==> src/rtl/branch_ctrl_pkg.sv <==
// Shared types and helpers for the ID-stage branch controller.
// Holds the FSM state encoding and the register-dependency rule used by the hazard detector.
package branch_ctrl_pkg;

    localparam int REG_AW = 5;

    typedef enum logic [1:0] {
        IDLE       = 2'd0,
        WAIT_OPND  = 2'd1,
        WAIT_FETCH = 2'd2
    } state_t;

    // $0 is hard-wired zero, so it never depends on an in-flight load.
    function automatic logic reg_match(
        input logic              rd,
        input logic [REG_AW-1:0] src,
        input logic              load,
        input logic [REG_AW-1:0] dst
    );
        return rd && load && (src != '0) && (src == dst);
    endfunction

endpackage

==> src/rtl/load_hazard_det.sv <==
// Load-use hazard comparison for the branch operands in ID.
// ex_hz: an operand is produced by a load in EX; mem_hz: by a load in MEM.
module load_hazard_det
    import branch_ctrl_pkg::*;
(
    input  logic              rs_read,
    input  logic [REG_AW-1:0] rs_addr,
    input  logic              rt_read,
    input  logic [REG_AW-1:0] rt_addr,
    input  logic              ex_load,
    input  logic [REG_AW-1:0] ex_waddr,
    input  logic              mem_load,
    input  logic [REG_AW-1:0] mem_waddr,
    output logic              ex_hz,
    output logic              mem_hz
);

    assign ex_hz  = reg_match(rs_read, rs_addr, ex_load, ex_waddr)
                  | reg_match(rt_read, rt_addr, ex_load, ex_waddr);
    assign mem_hz = reg_match(rs_read, rs_addr, mem_load, mem_waddr)
                  | reg_match(rt_read, rt_addr, mem_load, mem_waddr);

endmodule

==> src/rtl/branch_ctrl.sv <==
// ID-stage branch controller: stalls branches on load-use hazards, issues PC redirects,
// tracks the delay slot and counts accepted redirects.
module branch_ctrl
    import branch_ctrl_pkg::*;
#(
    parameter int ADDR_W = 32,
    parameter int CNT_W  = 16
) (
    input  logic              clk,
    input  logic              rst,
    input  logic              id_is_branch,
    input  logic              id_rs_read,
    input  logic [REG_AW-1:0] id_rs_addr,
    input  logic              id_rt_read,
    input  logic [REG_AW-1:0] id_rt_addr,
    input  logic              ex_load,
    input  logic [REG_AW-1:0] ex_waddr,
    input  logic              mem_load,
    input  logic [REG_AW-1:0] mem_waddr,
    input  logic              branch_flag,
    input  logic [ADDR_W-1:0] branch_addr,
    input  logic              if_ready,
    input  logic              flush,
    output logic              stall_pc,
    output logic              stall_ifid,
    output logic              bubble_idex,
    output logic              redirect_valid,
    output logic [ADDR_W-1:0] redirect_addr,
    output logic              delay_slot,
    output logic [CNT_W-1:0]  taken_cnt,
    output logic [1:0]        fsm_state
);

    state_t            state;
    logic              wait_cnt;
    logic [ADDR_W-1:0] latch_addr;
    logic              ds_q;
    logic [CNT_W-1:0]  cnt_q;

    logic ex_hz, mem_hz;
    logic active, eval, hz_entry, resolve, take, hold_opnd, in_fetch, cnt_inc;

    load_hazard_det u_hazard (
        .rs_read   (id_rs_read),
        .rs_addr   (id_rs_addr),
        .rt_read   (id_rt_read),
        .rt_addr   (id_rt_addr),
        .ex_load   (ex_load),
        .ex_waddr  (ex_waddr),
        .mem_load  (mem_load),
        .mem_waddr (mem_waddr),
        .ex_hz     (ex_hz),
        .mem_hz    (mem_hz)
    );

    // A WAIT_OPND cycle whose counter has run out re-evaluates the branch in place, so the
    // stall lasts two cycles behind an EX load and one behind a MEM load.
    // Redirect handshake: a redirect transfers on a cycle with redirect_valid=1 and if_ready=1;
    // once raised, valid holds with a stable address until that cycle or a flush/reset.
    always_comb begin
        active         = !rst && !flush;
        eval           = (state == IDLE) || ((state == WAIT_OPND) && !wait_cnt);
        hz_entry       = active && eval && id_is_branch && (ex_hz || mem_hz);
        resolve        = active && eval && id_is_branch && !(ex_hz || mem_hz);
        take           = resolve && branch_flag;
        hold_opnd      = active && (state == WAIT_OPND) && wait_cnt;
        in_fetch       = active && (state == WAIT_FETCH);
        cnt_inc        = (take && if_ready) || (in_fetch && if_ready);
        stall_pc       = hz_entry || hold_opnd || in_fetch;
        stall_ifid     = hz_entry || hold_opnd || (in_fetch && id_is_branch);
        bubble_idex    = hz_entry || hold_opnd;
        redirect_valid = take || in_fetch;
        redirect_addr  = '0;
        if (take) begin
            redirect_addr = branch_addr;
        end else if (in_fetch) begin
            redirect_addr = latch_addr;
        end
    end

    always_ff @(posedge clk) begin
        if (rst) begin
            state      <= IDLE;
            wait_cnt   <= 1'b0;
            latch_addr <= '0;
            ds_q       <= 1'b0;
            cnt_q      <= '0;
        end else if (flush) begin
            state      <= IDLE;
            wait_cnt   <= 1'b0;
            latch_addr <= '0;
            ds_q       <= 1'b0;
        end else begin
            if (resolve) begin
                ds_q <= 1'b1;
            end else if (!stall_ifid) begin
                ds_q <= 1'b0;
            end
            if (cnt_inc) begin
                cnt_q <= cnt_q + CNT_W'(1);
            end
            case (state)
                IDLE, WAIT_OPND: begin
                    if (hz_entry) begin
                        state    <= WAIT_OPND;
                        wait_cnt <= ex_hz;
                    end else if (hold_opnd) begin
                        wait_cnt <= 1'b0;
                    end else if (take && !if_ready) begin
                        state      <= WAIT_FETCH;
                        latch_addr <= branch_addr;
                    end else begin
                        state <= IDLE;
                    end
                end
                WAIT_FETCH: begin
                    if (if_ready) begin
                        state      <= IDLE;
                        latch_addr <= '0;
                    end
                end
                default: state <= IDLE;
            endcase
        end
    end

    assign delay_slot = ds_q;
    assign taken_cnt  = cnt_q;
    assign fsm_state  = state;

endmodule

==> config.mk <==
export PLATFORM = sky130hd
export DESIGN_NAME = branch_ctrl
export DESIGN_NICKNAME = d
export VERILOG_FILES = /design/src/rtl/branch_ctrl_pkg.sv /design/src/rtl/load_hazard_det.sv /design/src/rtl/branch_ctrl.sv
export SDC_FILE = /design/constraint.sdc
export NUM_CORES = 1
export LEC_CHECK = 0
export ABC_CLOCK_PERIOD_IN_PS = 3600
export CAP_MARGIN = 10
export CELL_PAD_IN_SITES_DETAIL_PLACEMENT = 1
export CELL_PAD_IN_SITES_GLOBAL_PLACEMENT = 1
export CORE_AREA = 2 2 86 88
export DETAILED_ROUTE_END_ITERATION = 10
export DIE_AREA = 0 0 88 90
export DONT_BUFFER_PORTS = 1
export HOLD_SLACK_MARGIN = 0.05
export MAX_ROUTING_LAYER = met4
export PLACE_DENSITY_LB_ADDON = 0.1
export SKIP_CTS_REPAIR_TIMING = 1
export SLEW_MARGIN = 40
export SYNTH_ARGS = -nofsm -noshare
export SYNTH_HDL_FRONTEND = slang
export SYNTH_SLANG_ARGS = --single-unit
==> constraint.sdc <==
create_clock -name clk -period 3.6 [get_ports clk]
set_input_delay 0.9 -clock clk [delete_from_list [all_inputs] [get_ports clk]]
set_output_delay 0.9 -clock clk [all_outputs]
set_load 0.01 [all_outputs]
==> qor.log <==
[synthesis] average cell area after synthesis 7.91 sq um
[floorplanning] die width 88 um
[synthesis] Yosys top cell by area sky130_fd_sc_hd__dfxtp_1
[layout] Layout Cell Area excl Fill 2970 sq um
[drt] routed vias 2463
[worst_setup_path] worst reg2reg startpoint fsm_state[1]$_SDFFE_PP0P_
[global_route] first-pass GRT wire length 11.7 mm
[hold_path] instance count along the most critical hold path 2
[worst_setup_path] worst reg2reg endpoint taken_cnt[13]$_SDFFE_PP0P_
[floorplanning] Vert. Die Dim 90 um
[worst_setup_path] worst-case reg-to-reg path depth 6
[cts] H-Tree Level Count 2
[placement] HPWL after detailed placement 5.13 mm
[power_and_ir_drop] Switching Fraction 25.1%
[cts] buffer type at the clock tree root sky130_fd_sc_hd__clkbuf_8
[synthesis] post-synthesis async set-or-reset flop share 0%
[synthesis] most numerous cell types in the synthesized netlist 74 x sky130_fd_sc_hd__nand2_1, 52 x sky130_fd_sc_hd__dfxtp_1, 36 x sky130_fd_sc_hd__o21ai_0
[synthesis] Post-synth top flop sky130_fd_sc_hd__dfxtp_1
[sta] sum of negative setup slack 0 ns
[layout] share of final-layout standard cells stronger than drive strength 1 8.06%
[global_route] initial antenna violation count 0
[sta] max-slew violations 0
[layout] Total Nets Final 397
[drt] WL/cell 16.7 um
[sta] Final Hold Viols 0
[sta] final clock period utilization by the worst path 97.3%
[worst_setup_path] worst path required time 2.70 ns
[drt] First DRT Iteration DRCs 130
[synthesis] number of storage elements in the synthesis netlist 52
[placement] instance area at placement 2860 sq um
[power_and_ir_drop] Static Leakage 0.930 nW
[power_and_ir_drop] Power Internal 757 uW
[sta] final clock skew 0.0116 ns
[drt] number of search-and-repair iterations in the first detailed-routing pass 4
[sta] upper clock frequency limit 0.285 GHz
[cts] worst skew pair latency 0.31 ns
[hold_path] source of the worst hold timing path latch_addr[21]$_SDFFE_PP0P_
[drt] total routed wirelength 7.26 mm
[power_and_ir_drop] P_sw 254 uW
[worst_setup_path] worst reg-to-reg setup slack 1.15 ns
[job] count of maximum capacitance violations 0
[floorplanning] area of the die 7920 sq um
[worst_setup_path] Crit Path Class in -> out
[placement] Place WS 0.000194 ns
[floorplanning] I/O pin cnt 117
[sta] minimum clock period 3.50 ns
[global_route] via count of the first global-routing pass 2457
[power_and_ir_drop] largest vdd supply drop 0.000164 V
[global_route] maximum number of pins on one net before global-route repair 65
[floorplanning] site row count 31
[global_route] GRT Resource Usage Total 18.7%
[floorplanning] core area 7020 sq um
[hold_path] worst hold-check path type reg -> reg
[drt] total DRC errors in the routed layout 0
[floorplanning] Initial Utilization 38.4%
[layout] number of diodes 0
[synthesis] Area contributors post-synth sky130_fd_sc_hd__dfxtp_1 39%, sky130_fd_sc_hd__a22o_1 10%, sky130_fd_sc_hd__nand2_1 10%
[worst_setup_path] Worst Path Arrival 2.60 ns
[synthesis] number of nets produced by synthesis 404
[cts] CTS tree built
[status] run status completed
[global_route] total congestion overflow 0
[sta] Worst Setup Slack, final 0.0962 ns
[layout] area added between synthesis and finish 10.1%
[sta] Worst Tran Pin Value 0.568 ns
[cts] number of sinks on the clock net 52
[sta] RSZ-0062 raised after global routing no
[synthesis] most numerous cell in the Yosys netlist sky130_fd_sc_hd__nand2_1
[cts] total CTS buffers 5
[power_and_ir_drop] Seq pwr share 57.9%
[sta] endpoints failing setup 0
[synthesis] post-synthesis instance area 2700 sq um
[layout] Final Core Density 42.3%
[hold_path] endpoint of the worst hold path latch_addr[21]$_SDFFE_PP0P_
[sta] relative slew slack 62.0%
[worst_setup_path] critical path fanouts, max 4
[synthesis] share of the yosys chip area belonging to registers 38.6%
[placement] total instance count after detailed placement 426
[worst_setup_path] Critical Path Source Type input port
[placement] input/output buffers 0
[synthesis] Ys Warns 0
[power_and_ir_drop] power share of the clock group 34.9%
[power_and_ir_drop] total power per unit cell area 341 nW/um^2
[worst_setup_path] endpoint type of the worst setup path output pin
[drt] Routed Antenna Nets 0
[layout] fillers 852
[synthesis] cells after synthesis 341
[synthesis] proportion of netlist area held by the largest area contributor 38.6%
[drt] post-DR vias/cell 5.68
[layout] number of cells in the finished layout apart from fillers 434
[placement] routability congestion estimate from global placement 0.767
[cts] deepest clock path buffer count 2
[synthesis] Post-synth EDFFs 0
[cts] Clk pin slew, worst setup/hold paths 0.10 ns
[synthesis] Synth cell types 39
[power_and_ir_drop] combinational power share 7.3%
## cell families after synthesis
family                   count (synthesis)  share of synthesized area [%]
AND/OR/NAND/NOR                        129                           23.0
XOR/XNOR                                20                           6.50
adder cells (fa/ha/maj)                  1                          0.464
multiplexers                             1                          0.371
AO/OA/AOI/OAI                          108                           26.8
buffers and inverters                   30                           4.27
flip-flops                              52                           38.6
## layout by cell type, fill, tap and decap left out, types with 2 or more instances in the layout
cell,instances
sky130_fd_sc_hd__buf_12,2
sky130_fd_sc_hd__and3_1,2
sky130_fd_sc_hd__a21oi_1,16
sky130_fd_sc_hd__nand3_1,10
sky130_fd_sc_hd__nor3_1,5
sky130_fd_sc_hd__xor2_1,8
sky130_fd_sc_hd__xnor2_1,12
sky130_fd_sc_hd__nor2b_1,2
sky130_fd_sc_hd__dfxtp_1,52
sky130_fd_sc_hd__clkbuf_8,5
sky130_fd_sc_hd__or4_1,14
sky130_fd_sc_hd__nand4_1,6
sky130_fd_sc_hd__nor2_1,3
sky130_fd_sc_hd__o31ai_1,12
sky130_fd_sc_hd__or3_1,2
sky130_fd_sc_hd__a22o_1,32
sky130_fd_sc_hd__nor4_1,2
sky130_fd_sc_hd__nand2_1,74
sky130_fd_sc_hd__o21ai_0,36
sky130_fd_sc_hd__buf_4,8
sky130_fd_sc_hd__inv_1,6
## worst max-delay path by stage
stage / startpoint / to / cells past startpoint
floorplan: id_rs_addr[1] / redirect_addr[10] / 7
global placement: id_rs_addr[1] / stall_ifid / 8
detailed placement: id_rs_addr[1] / stall_ifid / 8
CTS: id_rs_addr[1] / stall_ifid / 8
global route: id_rs_addr[1] / stall_ifid / 8
finish: id_rt_addr[1] / stall_ifid / 8
## worst max-delay path, cell delays in order
cell,delay (ns)
sky130_fd_sc_hd__or4_1,0.51
sky130_fd_sc_hd__o21ai_1,0.21
sky130_fd_sc_hd__nor3_1,0.09
sky130_fd_sc_hd__or2_4,0.27
sky130_fd_sc_hd__nor2_2,0.14
sky130_fd_sc_hd__a2bb2oi_2,0.23
sky130_fd_sc_hd__o31ai_1,0.09
sky130_fd_sc_hd__buf_4,0.16
## power by group through the flow
| stage | clock network, mW | logic [mW] | registers [mW] |
|---|---|---|---|
| floorplan | 0 | 0.0598 | 0.597 |
| global placement | 0 | 0.0723 | 0.598 |
| detailed placement | 0 | 0.0733 | 0.598 |
| CTS | 0.375 | 0.0736 | 0.585 |
| global route | 0.399 | 0.0818 | 0.586 |
| finish | 0.353 | 0.0735 | 0.585 |
## metrics by stage
| stage | hold WS [ns] | power (mW) |
|---|---|---|
| final | 0.467 | 1.01 |
| after global routing | 0.492 | 1.07 |
| after CTS | 0.471 | 1.03 |
| after detailed placement | 0.454 | 0.672 |
| after global placement | 0.445 | 0.670 |
| after floorplan | 0.436 | 0.657 |
## sequential cells by signal (all words and copies together) (netlist names)
register	flops
fsm_state	2
delay_slot	1
latch_addr	32
wait_cnt	1
taken_cnt	16
## cell type report
cell class	instances	area [sq um]	area share, %
multi-input cells	259	1580	53.4
flip-flops and latches	52	1040	35.1
well taps	99	124	4.17
repair buffers	10	100	3.37
clock buffers	5	68.8	2.32
clock inverters	3	27.5	0.927
inverters	6	22.5	0.759
## layer usage
metal | global-route usage (%) | up-vias | part of all wire (%)
met5 | - | - | 0
met4 | 4.10 | 0 | 0.88
met3 | 4.96 | 6 | 7.0
met2 | 31.3 | 77 | 49
met1 | 22.3 | 1161 | 43
li1 | - | 1219 | -
(Power assumes the default switching activity.)
